==> config.mk <==
export PLATFORM = sky130hd
export DESIGN_NAME = serial_compare_ctrl_flat
export DESIGN_NICKNAME = d
export VERILOG_FILES = /design/src/rtl/cmp_pkg.sv /design/src/rtl/serial_compare_ctrl_if.sv /design/src/rtl/one_bit_comparator.sv /design/src/rtl/serial_compare_ctrl.sv /design/src/flat_wrapper.sv
export SDC_FILE = /design/constraint.sdc
export NUM_CORES = 1
export LEC_CHECK = 0
export CORE_ASPECT_RATIO = 0.75
export CORE_UTILIZATION = 35
export DETAILED_ROUTE_END_ITERATION = 12
export HOLD_SLACK_MARGIN = 0.06
export PLACE_DENSITY = 0.67
export SYNTH_ARGS = -nofsm -noshare
export SYNTH_HDL_FRONTEND = slang
export SYNTH_SLANG_ARGS = --single-unit
==> constraint.sdc <==
create_clock -name clk -period 1.45 [get_ports clk]
set_input_delay 0.435 -clock clk [delete_from_list [all_inputs] [get_ports clk]]
set_output_delay 0.435 -clock clk [all_outputs]
set_load 0.02 [all_outputs]
==> src/rtl/cmp_pkg.sv <==
// Shared definitions for the serial comparator: FSM encoding and the
// initial values of the greater/equal/less chain flags.
package cmp_pkg;

    typedef enum logic [1:0] {
        IDLE  = 2'd0,
        SHIFT = 2'd1,
        DONE  = 2'd2
    } state_t;

    // Before any bit has been examined the operands are considered equal.
    localparam logic G_RST = 1'b0;
    localparam logic E_RST = 1'b1;
    localparam logic L_RST = 1'b0;

endpackage

==> src/rtl/serial_compare_ctrl_if.sv <==
// Operand/result handshake bundle for serial_compare_ctrl.
// Both channels use valid/ready: a transfer happens on a rising clock edge
// where valid and ready are both high; the producer holds its data stable
// from raising valid until that edge, and ready may be dropped at any time.
interface serial_compare_ctrl_if #(
    parameter int WIDTH = 8
);
    logic             in_valid;
    logic             in_ready;
    logic [WIDTH-1:0] a;
    logic [WIDTH-1:0] b;
    logic             out_valid;
    logic             out_ready;
    logic             gt;
    logic             eq;
    logic             lt;
    logic             busy;

    modport master (
        output in_valid, a, b, out_ready,
        input  in_ready, out_valid, gt, eq, lt, busy
    );

    modport slave (
        input  in_valid, a, b, out_ready,
        output in_ready, out_valid, gt, eq, lt, busy
    );
endinterface

==> src/rtl/one_bit_comparator.sv <==
// Single bit-slice compare cell. Bits arrive LSB first, so the current
// (more significant) bit overrides the chain whenever the bits differ and
// passes the chain through unchanged when they match.
module one_bit_comparator (
    input  logic i_a,
    input  logic i_b,
    input  logic i_g,
    input  logic i_e,
    input  logic i_l,
    output logic o_g,
    output logic o_e,
    output logic o_l
);
    logic w_same;

    // Combinational slice evaluation.
    always_comb begin
        w_same = ~(i_a ^ i_b);
        o_g    = (i_a & ~i_b) | (w_same & i_g);
        o_l    = (~i_a & i_b) | (w_same & i_l);
        o_e    = w_same & i_e;
    end
endmodule

==> src/rtl/serial_compare_ctrl.sv <==
// Bit-serial unsigned magnitude comparator. Operands are captured on an
// input handshake, shifted LSB first through one compare cell, and the
// gt/eq/lt result is held until the consumer accepts it.
module serial_compare_ctrl
    import cmp_pkg::*;
#(
    parameter int WIDTH = 8
) (
    input  logic                 clk,
    input  logic                 rst,
    serial_compare_ctrl_if.slave bus,
    output state_t               o_state
);
    // One extra counter bit lets the count reach WIDTH itself; the final
    // SHIFT cycle (count == WIDTH) closes the transaction, giving a
    // capture-to-result latency of WIDTH+1 edges.
    localparam int CW = $clog2(WIDTH) + 1;
    localparam logic [CW-1:0] LAST = CW'(WIDTH);

    state_t           r_state;
    state_t           w_next;
    logic [WIDTH-1:0] r_a;
    logic [WIDTH-1:0] r_b;
    logic [CW-1:0]    r_cnt;
    logic             r_g;
    logic             r_e;
    logic             r_l;
    logic             w_g;
    logic             w_e;
    logic             w_l;
    logic             w_load;
    logic             w_step;
    logic             w_in_ready;
    logic             w_out_valid;

    one_bit_comparator u_cell (
        .i_a (r_a[0]),
        .i_b (r_b[0]),
        .i_g (r_g),
        .i_e (r_e),
        .i_l (r_l),
        .o_g (w_g),
        .o_e (w_e),
        .o_l (w_l)
    );

    // State register.
    always_ff @(posedge clk) begin
        if (rst) r_state <= IDLE;
        else     r_state <= w_next;
    end

    // Next-state and handshake decode.
    always_comb begin
        w_next      = r_state;
        w_in_ready  = 1'b0;
        w_out_valid = 1'b0;
        w_load      = 1'b0;
        w_step      = 1'b0;
        case (r_state)
            IDLE: begin
                w_in_ready = 1'b1;
                if (bus.in_valid) begin
                    w_load = 1'b1;
                    w_next = SHIFT;
                end
            end
            SHIFT: begin
                if (r_cnt == LAST) w_next = DONE;
                else               w_step = 1'b1;
            end
            DONE: begin
                w_out_valid = 1'b1;
                if (bus.out_ready) w_next = IDLE;
            end
            default: w_next = IDLE;
        endcase
    end

    // Operand shift registers, bit counter and chain flags.
    always_ff @(posedge clk) begin
        if (rst) begin
            r_a   <= '0;
            r_b   <= '0;
            r_cnt <= '0;
            r_g   <= G_RST;
            r_e   <= E_RST;
            r_l   <= L_RST;
        end else if (w_load) begin
            r_a   <= bus.a;
            r_b   <= bus.b;
            r_cnt <= '0;
            r_g   <= G_RST;
            r_e   <= E_RST;
            r_l   <= L_RST;
        end else if (w_step) begin
            r_a   <= r_a >> 1;
            r_b   <= r_b >> 1;
            r_cnt <= r_cnt + CW'(1);
            r_g   <= w_g;
            r_e   <= w_e;
            r_l   <= w_l;
        end
    end

    assign bus.in_ready  = w_in_ready;
    assign bus.out_valid = w_out_valid;
    assign bus.gt        = w_out_valid & r_g;
    assign bus.eq        = w_out_valid & r_e;
    assign bus.lt        = w_out_valid & r_l;
    assign bus.busy      = (r_state != IDLE);
    assign o_state       = r_state;
endmodule

==> src/flat_wrapper.sv <==
// flat-port wrapper written by rule: the top's interface ports become plain ports
module serial_compare_ctrl_flat import cmp_pkg::*;
#(
    parameter int WIDTH = 8
)
  (clk, rst, o_state, bus_in_valid, bus_a, bus_b, bus_out_ready, bus_in_ready, bus_out_valid, bus_gt, bus_eq, bus_lt, bus_busy);
  serial_compare_ctrl_if #(.WIDTH(WIDTH)) bus_i ();
  input  logic clk;
  input  logic rst;
  output state_t o_state;
  input wire logic [$bits(bus_i.in_valid)-1:0] bus_in_valid;
  input wire logic [$bits(bus_i.a)-1:0] bus_a;
  input wire logic [$bits(bus_i.b)-1:0] bus_b;
  input wire logic [$bits(bus_i.out_ready)-1:0] bus_out_ready;
  output wire logic [$bits(bus_i.in_ready)-1:0] bus_in_ready;
  output wire logic [$bits(bus_i.out_valid)-1:0] bus_out_valid;
  output wire logic [$bits(bus_i.gt)-1:0] bus_gt;
  output wire logic [$bits(bus_i.eq)-1:0] bus_eq;
  output wire logic [$bits(bus_i.lt)-1:0] bus_lt;
  output wire logic [$bits(bus_i.busy)-1:0] bus_busy;
  assign bus_i.in_valid = bus_in_valid;
  assign bus_i.a = bus_a;
  assign bus_i.b = bus_b;
  assign bus_i.out_ready = bus_out_ready;
  assign bus_in_ready = bus_i.in_ready;
  assign bus_out_valid = bus_i.out_valid;
  assign bus_gt = bus_i.gt;
  assign bus_eq = bus_i.eq;
  assign bus_lt = bus_i.lt;
  assign bus_busy = bus_i.busy;
  serial_compare_ctrl #(.WIDTH(WIDTH)) u_core (.clk(clk), .rst(rst), .bus(bus_i), .o_state(o_state));
endmodule
==> results.cfg, run 1 <==
[hold_path]
min_path_type = reg -> reg
hold_start = u_core.r_e

[pwr]
ir_drop_v = 0.000443
swShare_pct = 28.0
seq_power_share_pct = 47.5
p_comb_share_pct = 26.1
p_int_w = 0.00116
clkPwrFrac_pct = 26.4
p_sw_w = 0.000451
p_leak_nw = 0.740
power_density_mw_per_mm2 = 796

[timing]
finClkSkew_ns = 0.00392
finalSetupViolations = 11
final_hold_viol_count = 0
layout_setup_ws_ns = -0.0495
layout_min_cycle_time_ns = 1.50
max_slew_margin_pct = 83.2
worst_slew_pin_slew_ns = 0.252
fmax_mhz = 667
maxSlewViolCount = 0
setup_tns_ns = -0.285
rsz0062_at_grt = yes
period_share_pct = 103

[synthesis]
yosys-top-cells-count = dfxtp_1 (25), nor2_1 (18), nand3_1 (17), o21ai_0 (17), a311oi_2 (14)
async_flop_share_pct = 0
yosysMostFrequentCell = dfxtp_1
seq_area_frac_synth_pct = 38.5
synth-edff-count = 0
synth_top_area_cell = dfxtp_1
synth_area_mm2 = 0.00130
netlist_instances = 146
mappedNetlistNets = 170
synthFlopType = dfxtp_1
ys_warn_count = 0
yosys.area.top_type_share_pct = 38.5
synth_area_leaders = dfxtp_1 (38%), a311oi_2 (16%), nand3_1 (6.5%)
yosys_register_bits = 25
syn_avg_cell_area_um2 = 8.90
ys_types = 29

[die]
start_util_pct = 38.0
dieArea_mm2 = 0.00396
coreArea_mm2 = 0.00342
std_cell_rows = 18
pin_count = 28
fp.dieW_um = 72.4
fp.dieH_um = 54.8

[critical_path]
cp_slowest_cell = dfxtp_4
cp.arrival_ns = 1.06
r2r-start = u_core.r_cnt[0]
crit_path_end_kind = output port
critPathLaunch = u_core.o_state[0]
worstSetupPathType = reg -> out
cp.required_ns = 1.02
crit_path_max_fanout = 6
start_kind = flip-flop
critical-path-max-stage-delay_ns = 0.38
crit_chain = nor2b_4 > and2_1 > buf_6

[route]
num_vias = 1302
drtAntennaViolNets = 0
dr.pass1.iters = 4
drt-vias-per-instance = 5.31
route.detailed.drc = 0
wl_per_cell_um = 14.2
wl_um = 3480
drt-initial-drc-count = 135

[global_route]
grt_util_all_layers_pct = 19.7
grt_pass1_vias = 1242
grt_max_degree = 17
grt_overflow = 0
grt_pass1_wl_um = 5840
antenna_found_initial = 0

[cells_and_area]
area_delta_synth_final_pct = 55.6
drive_gt1_share_pct = 44.1
nets = 220
antenna_cells = 0
fill_cells = 279

[clocking]
numCtsBuffers = 3
cts.reportedPaths.clkPinSlew_ns = 0.09
cts-root-to-sink-buffers = 2
htree_levels = 1
holdBufCountCts = 0
cts_tree = built
cts-root-buf = clkbuf_8
insertion_delay_ns = 0.27
cts.sinks = 25

[outcome]
outcome = finished, violations left
violations = negative setup slack

[placement]
place_ws_ns = -0.434
routabilityCongestion = 0.767
port_buffers = 27
hpwl_um = 2420

[run]
max-cap-violations = 0
[layout make-up]
type | count | area (um^2) | area share, %
Sequential cell | 25 | 508 | 25.1
Multi-Input combinational cell | 101 | 807 | 39.9
Tap cell | 50 | 62.6 | 3.09
Clock buffer | 4 | 45.0 | 2.23
Timing Repair Buffer | 58 | 574 | 28.4
Inverter | 7 | 26.3 | 1.30
[state kept, by name (all words and copies together), names as in the netlist]
name / cells
u_core.r_b: 8
u_core.r_g: 1
u_core.r_l: 1
u_core.r_cnt: 4
u_core.r_a: 8
u_core.r_e: 1
u_core.o_state: 2
[timing repair]
item / 4_1_cts / 5_1_grt
pin swaps: 4 / 4
buffers inserted: 7 / 2
cloned: 2 / 0
setup endpoints to repair: 31 / 29
resized for setup: 51 / 30
[layout by cell type, fill, tap and decap left out, drive strengths merged]
master         count
a32o               2
and3b              1
ha                 4
nor2b              2
nand3b             1
dfxtp             25
nor3b              1
inv                7
a311oi            14
a22oi              1
o211ai             2
clkdlybuf4s50     18
nor2              18
nand2b             2
clkbuf             6
a21o               1
dlygate4sd2        1
nand3             17
or4                1
or3                2
a21oi              7
nand2              2
and2               3
or3b               1
o21ai             17
buf               37
o31ai              1
nor4               1
[power by group through the flow]
stage | Clock [W] | Combinational [W] | Sequential (W)
2_1_floorplan | 0 | 0.000193 | 0.000774
3_3_place_gp | 0 | 0.000319 | 0.000777
3_5_place_dp | 0 | 0.000328 | 0.000779
4_1_cts | 0.000428 | 0.000395 | 0.000764
5_1_grt | 0.000465 | 0.000456 | 0.000770
6_report | 0.000425 | 0.000420 | 0.000764
[through the flow]
step                      hold WS [ns]  instances  util (%)  cell area (um^2)  power (W)
after global routing             0.482        245      59.1              2020    0.00169
after floorplan                  0.418        146         -              1320   0.000967
after detailed placement         0.436        231      51.1              1750    0.00111
after CTS                        0.457        244      57.3              1960    0.00159
after global placement           0.430        231      51.1              1750    0.00110
final                            0.453        245      59.1              2020    0.00161
[per-layer routing]
metal | vias to the layer above | global-route usage (%) | share of wire (%)
li1 | 629 | - | -
met1 | 634 | 25.6 | 48
met2 | 35 | 32.9 | 47
met3 | 4 | 4.79 | 4.4
met4 | 0 | 5.56 | 0.60
met5 | - | 0 | 0
[critical path: cells and delay by family, from the launching register on]
kind / cells / cell delay (ns)
DFF: 1 / 0.38
and+or+nand+nor: 2 / 0.30
buffers and inverters: 1 / 0.12
[cells by family (layout without fill, tap and decap cells)]
kind of cell	Yosys count	in the layout	synth area share (%)
AOI/OAI and AO/OA	45	45	29.8
adders and majority gates	4	4	3.85
buffers and inverters	20	69	7.60
DFF	25	25	38.5
and+or+nand+nor	52	52	20.2
[path summary, 6_finish.rpt]
path         slack [ns]  cells after the start    endpoint
max               -0.05                      3      bus_lt
min                0.45                      1  u_core.r_e
max reg2reg       -0.05                      5  u_core.r_g
min reg2reg        0.45                      1  u_core.r_e
Note: power is estimated with default switching activity, not from simulation.
==> run 2: changes to the inputs <==
--- a/config.mk
+++ b/config.mk
@@ -10,5 +10,5 @@
 export DETAILED_ROUTE_END_ITERATION = 12
 export HOLD_SLACK_MARGIN = 0.06
-export PLACE_DENSITY = 0.67
+export PLACE_DENSITY = 0.58
 export SYNTH_ARGS = -nofsm -noshare
 export SYNTH_HDL_FRONTEND = slang
==> constraint.sdc (replaced) <==
create_clock -name clk -period 1.45 [get_ports clk]
set_input_delay 0.435 -clock clk [delete_from_list [all_inputs] [get_ports clk]]
set_output_delay 0.435 -clock clk [all_outputs]
set_load 0.01 [all_outputs]
==> results.cfg, run 2 (synthesis gave the netlist of run 1 again) <==
[clocking]
numCtsBuffers = 3
insertion_delay_ns = 0.26
cts_tree = built
htree_levels = 1
cts.sinks = 25
cts.reportedPaths.clkPinSlew_ns = 0.09
cts-root-buf = clkbuf_8
cts-root-to-sink-buffers = 2

[timing]
fmax_mhz = 649
worst_slew_pin_slew_ns = 0.264
final_hold_viol_count = 0
layout_min_cycle_time_ns = 1.54
finClkSkew_ns = 0.00450
maxSlewViolCount = 0
layout_setup_ws_ns = -0.0906
finalSetupViolations = 11
max_slew_margin_pct = 82.3
rsz0062_at_grt = yes
period_share_pct = 106

[global_route]
grt_util_all_layers_pct = 19.5
grt_overflow = 0
antenna_found_initial = 0
grt_max_degree = 21
grt_pass1_vias = 1232
grt_pass1_wl_um = 5780

[placement]
place_inst = 229
hpwl_um = 2330
routabilityCongestion = 0.733
port_buffers = 27
dpl_cell_area_mm2 = 0.00174

[hold_path]
hold_depth = 1
hold_start = u_core.r_e
min_path_type = reg -> reg

[pwr]
power_density_mw_per_mm2 = 790
total_power_w = 0.00156
ir_drop_v = 0.000598
p_leak_nw = 0.701

[die]
coreArea_mm2 = 0.00342
dieArea_mm2 = 0.00396
std_cell_rows = 18
pin_count = 28
start_util_pct = 38.0
fp.dieH_um = 54.8
fp.dieW_um = 72.4

[outcome]
outcome = finished, violations left
violations = negative setup slack

[critical_path]
crit_path_max_fanout = 8
r2r-start = u_core.o_state[0]
ff2ff_path_depth = 6
cp.required_ns = 1.59
crit_path_end_kind = flip-flop
cp.arrival_ns = 1.68
start_kind = flip-flop
worstSetupPathType = reg -> reg
critPathLaunch = u_core.o_state[0]

[route]
dr.pass1.iters = 4
drt-initial-drc-count = 64
route.detailed.drc = 0
wl_um = 3640
wl_per_cell_um = 15.4
num_vias = 1261
drtAntennaViolNets = 0
drt-vias-per-instance = 5.32

[run]
max-cap-violations = 0

[cells_and_area]
reg_top3 = u_core.r_a (8), u_core.r_b (8), u_core.r_cnt (4)
mostFrequentLayoutCells = dfxtp_1 (20), clkdlybuf4s50_1 (18), nand3_1 (17), buf_4 (15), a311oi_2 (14)
final_util_pct = 57.6
instances_no_fill = 237
nets = 212
final_common_cell = dfxtp_1
drive_gt1_share_pct = 39.6
stdcell_area_mm2 = 0.00197
antenna_cells = 0
area_delta_synth_final_pct = 51.6
==> run 2: changes by cell type in the layout (fill, tap and decap cells not counted), sizes merged <==
cell           previous run  this run
buf                      37        28
clkdlybuf4s15             0         1
==> run 2: routing by layer <==
layer  part of all wire [%]  global-route usage, %
met3                    4.1                   4.05
met1                     45                   24.2
met5                      0                      0
met4                    1.3                   4.58
met2                     49                   35.2
==> run 2: area by class of cell <==
| type | count | area (um^2) |
|---|---|---|
| fillers | 313 | 1450 |
| multi-input cells | 101 | 823 |
| well taps | 50 | 62.6 |
| flip-flops and latches | 25 | 507 |
| repair buffers | 50 | 507 |
| clock buffers | 4 | 45.0 |
| inverters | 7 | 26.3 |
==> run 2: worst paths after layout <==
path	end	slack [ns]
max	u_core.r_b[2]	-0.09
min reg2reg	u_core.r_e	0.47
max reg2reg	u_core.r_b[2]	-0.09
min	u_core.r_e	0.47
==> run 2: worst max-delay path, stage by stage, from the launching register on <==
cell      delay [ns]
dfxtp_2         0.35
buf_6           0.14
or3b_4          0.45
buf_12          0.15
buf_12          0.14
nor2_1          0.12
a311oi_2        0.06
==> run 2: what timing repair did <==
| action | in CTS | in global routing |
|---|---|---|
| cloned | 2 | 0 |
| hold buffers | 0 | 0 |
| pin swaps | 8 | 10 |
| gates resized for setup | 49 | 26 |
| buffers inserted | 3 | 1 |
| endpoints found under the setup margin | 31 | 26 |
==> run 2: stage by stage <==
stage / hold WS (ns) / setup TNS, ns / worst slack [ns]
CTS: 0.470 / -0.913 / -0.163
global placement: 0.434 / -8.45 / -0.387
floorplan: 0.418 / 0 / 0.00167
finish: 0.470 / -0.491 / -0.0906
detailed placement: 0.448 / -9.26 / -0.414
global route: 0.489 / -1.16 / -0.121
==> run 2: power breakdown <==
part	switching [W]	total, W	internal, W	leakage (nW)
clock network	0.000209	0.000405	0.000196	0.0228
registers	0.0000274	0.000763	0.000735	0.208
logic	0.000188	0.000389	0.000201	0.471
==> edit: new RTL, flow settings as in run 2 <==
`WIDTH` is set to 8 in 3 places; all go to 16.
--- a/src/rtl/serial_compare_ctrl_if.sv
+++ b/src/rtl/serial_compare_ctrl_if.sv
@@ -3,7 +3,7 @@
 // where valid and ready are both high; the producer holds its data stable
 // from raising valid until that edge, and ready may be dropped at any time.
 interface serial_compare_ctrl_if #(
-    parameter int WIDTH = 8
+    parameter int WIDTH = 16
 );
     logic             in_valid;
     logic             in_ready;
--- a/src/rtl/serial_compare_ctrl.sv
+++ b/src/rtl/serial_compare_ctrl.sv
@@ -4,7 +4,7 @@
 module serial_compare_ctrl
     import cmp_pkg::*;
 #(
-    parameter int WIDTH = 8
+    parameter int WIDTH = 16
 ) (
     input  logic                 clk,
     input  logic                 rst,
--- a/src/flat_wrapper.sv
+++ b/src/flat_wrapper.sv
@@ -1,7 +1,7 @@
 // flat-port wrapper written by rule: the top's interface ports become plain ports
 module serial_compare_ctrl_flat import cmp_pkg::*;
 #(
-    parameter int WIDTH = 8
+    parameter int WIDTH = 16
 )
   (clk, rst, o_state, bus_in_valid, bus_a, bus_b, bus_out_ready, bus_in_ready, bus_out_valid, bus_gt, bus_eq, bus_lt, bus_busy);
   serial_compare_ctrl_if #(.WIDTH(WIDTH)) bus_i ();
Ports: changed (resized bus_a and bus_b); port bits go from 28 to 44. The function was not compared with the original's and may differ.
==> edit against run 2 <==
The run still ends with negative setup slack left. Global-route usage is 0.14 points lower. Routed wire length is 75% higher. Power is 120% higher. Die area is 57% higher. Synthesized area is 59% higher. Sequential cell count is 17 higher. Setup slack worse by 0.070 ns. Final area is 71% higher. Largest cell class unchanged.
==> edit: results (changes against run 2) <==
| Metric | Value |
|---|---|
| Status | complete, but fails checks |
| Failing checks | negative setup slack |
| Post-cts resize count | 75 (+53%) |
| Synth cell count leaders | dfxtp_1, nand3_1, o21ai_0 |
| Final wirelength | 6380 um (+75%) |
| Net Sw Frac | 0.271 (-0.00123) |
| Worst-Margin Slew | 0.398 ns (+0.134 ns) |
| Clock H-tree levels | 2 (+1) |
| Final core utilization | 0.609 (+0.0335) |
| Iter 0 DRT Violations | 98 (+53%) |
| Clock buf count | 6 (+2) |
| R2R depth | 5 (-1) |
| Cell variety after synth | 31 (+6.9%) |
| WHS | 0.471 ns (+0.00153 ns) |
| Ranking of synthesized cells by area | dfxtp_1, a311oi_1, nand3_1 |
| TritonCTS buffer count | 5 (+2) |
| Pwr/cell area | 1010 nW/um2 (+28%) |
| Maximum vdd drop | 0.511 mV (-15%) |
| Final worst slack | -0.160 ns (-0.0696 ns) |
| Setup Fix Bufs, Post-CTS | 4 (+1) |
| #FFs+latches synth | 42 (+68%) |
| # setup viols final | 38 (+27) |
| Reg2reg start | u_core.o_state[1] |
| Worst clock skew | 0.00459 ns (+0.0000890 ns) |
| Vias in the first global route | 1946 (+58%) |
| Fin Setup TNS | -3.23 ns (-2.74 ns) |
| Combinational power | 0.902 mW (+130%) |
| DP Area | 2640 um2 (+52%) |
| Multi-input gate area | 1320 um2 (+60%) |
| RePlAce Congestion | 0.730 (-0.40%) |
| Post-DP HPWL | 3460 um (+48%) |
| Placed cells | 364 (+59%) |
| Syn_nets | 289 (+70%) |
edit: changes by cell type after synthesis, sizes merged, moves of 4 or more:
| cell | before | now |
|---|---|---|
| dfxtp | 25 | 42 |
| a311oi | 14 | 30 |
| o21ai | 17 | 35 |
| nand3 | 17 | 34 |
| nor2 | 18 | 32 |
| a21oi | 7 | 11 |
| buf | 8 | 21 |
edit: cell families after synthesis:
family                     Yosys count  synth area share
and+or+nand+nor                     86             0.207
buffers and inverters               35            0.0984
adders and majority gates            4            0.0242
DFF                                 42             0.406
AOI/OAI and AO/OA                   82             0.264
edit: layer usage:
layer / GRT usage / routed length [um] / share of wire / vias to the layer above
li1: - / - / - / 1042
met3: 0.0406 / 303 / 0.048 / 6
met5: 0 / 0 / 0 / -
met1: 0.276 / 3170 / 0.50 / 1016
met4: 0.0417 / 33 / 0.0052 / 0
met2: 0.302 / 2870 / 0.45 / 60
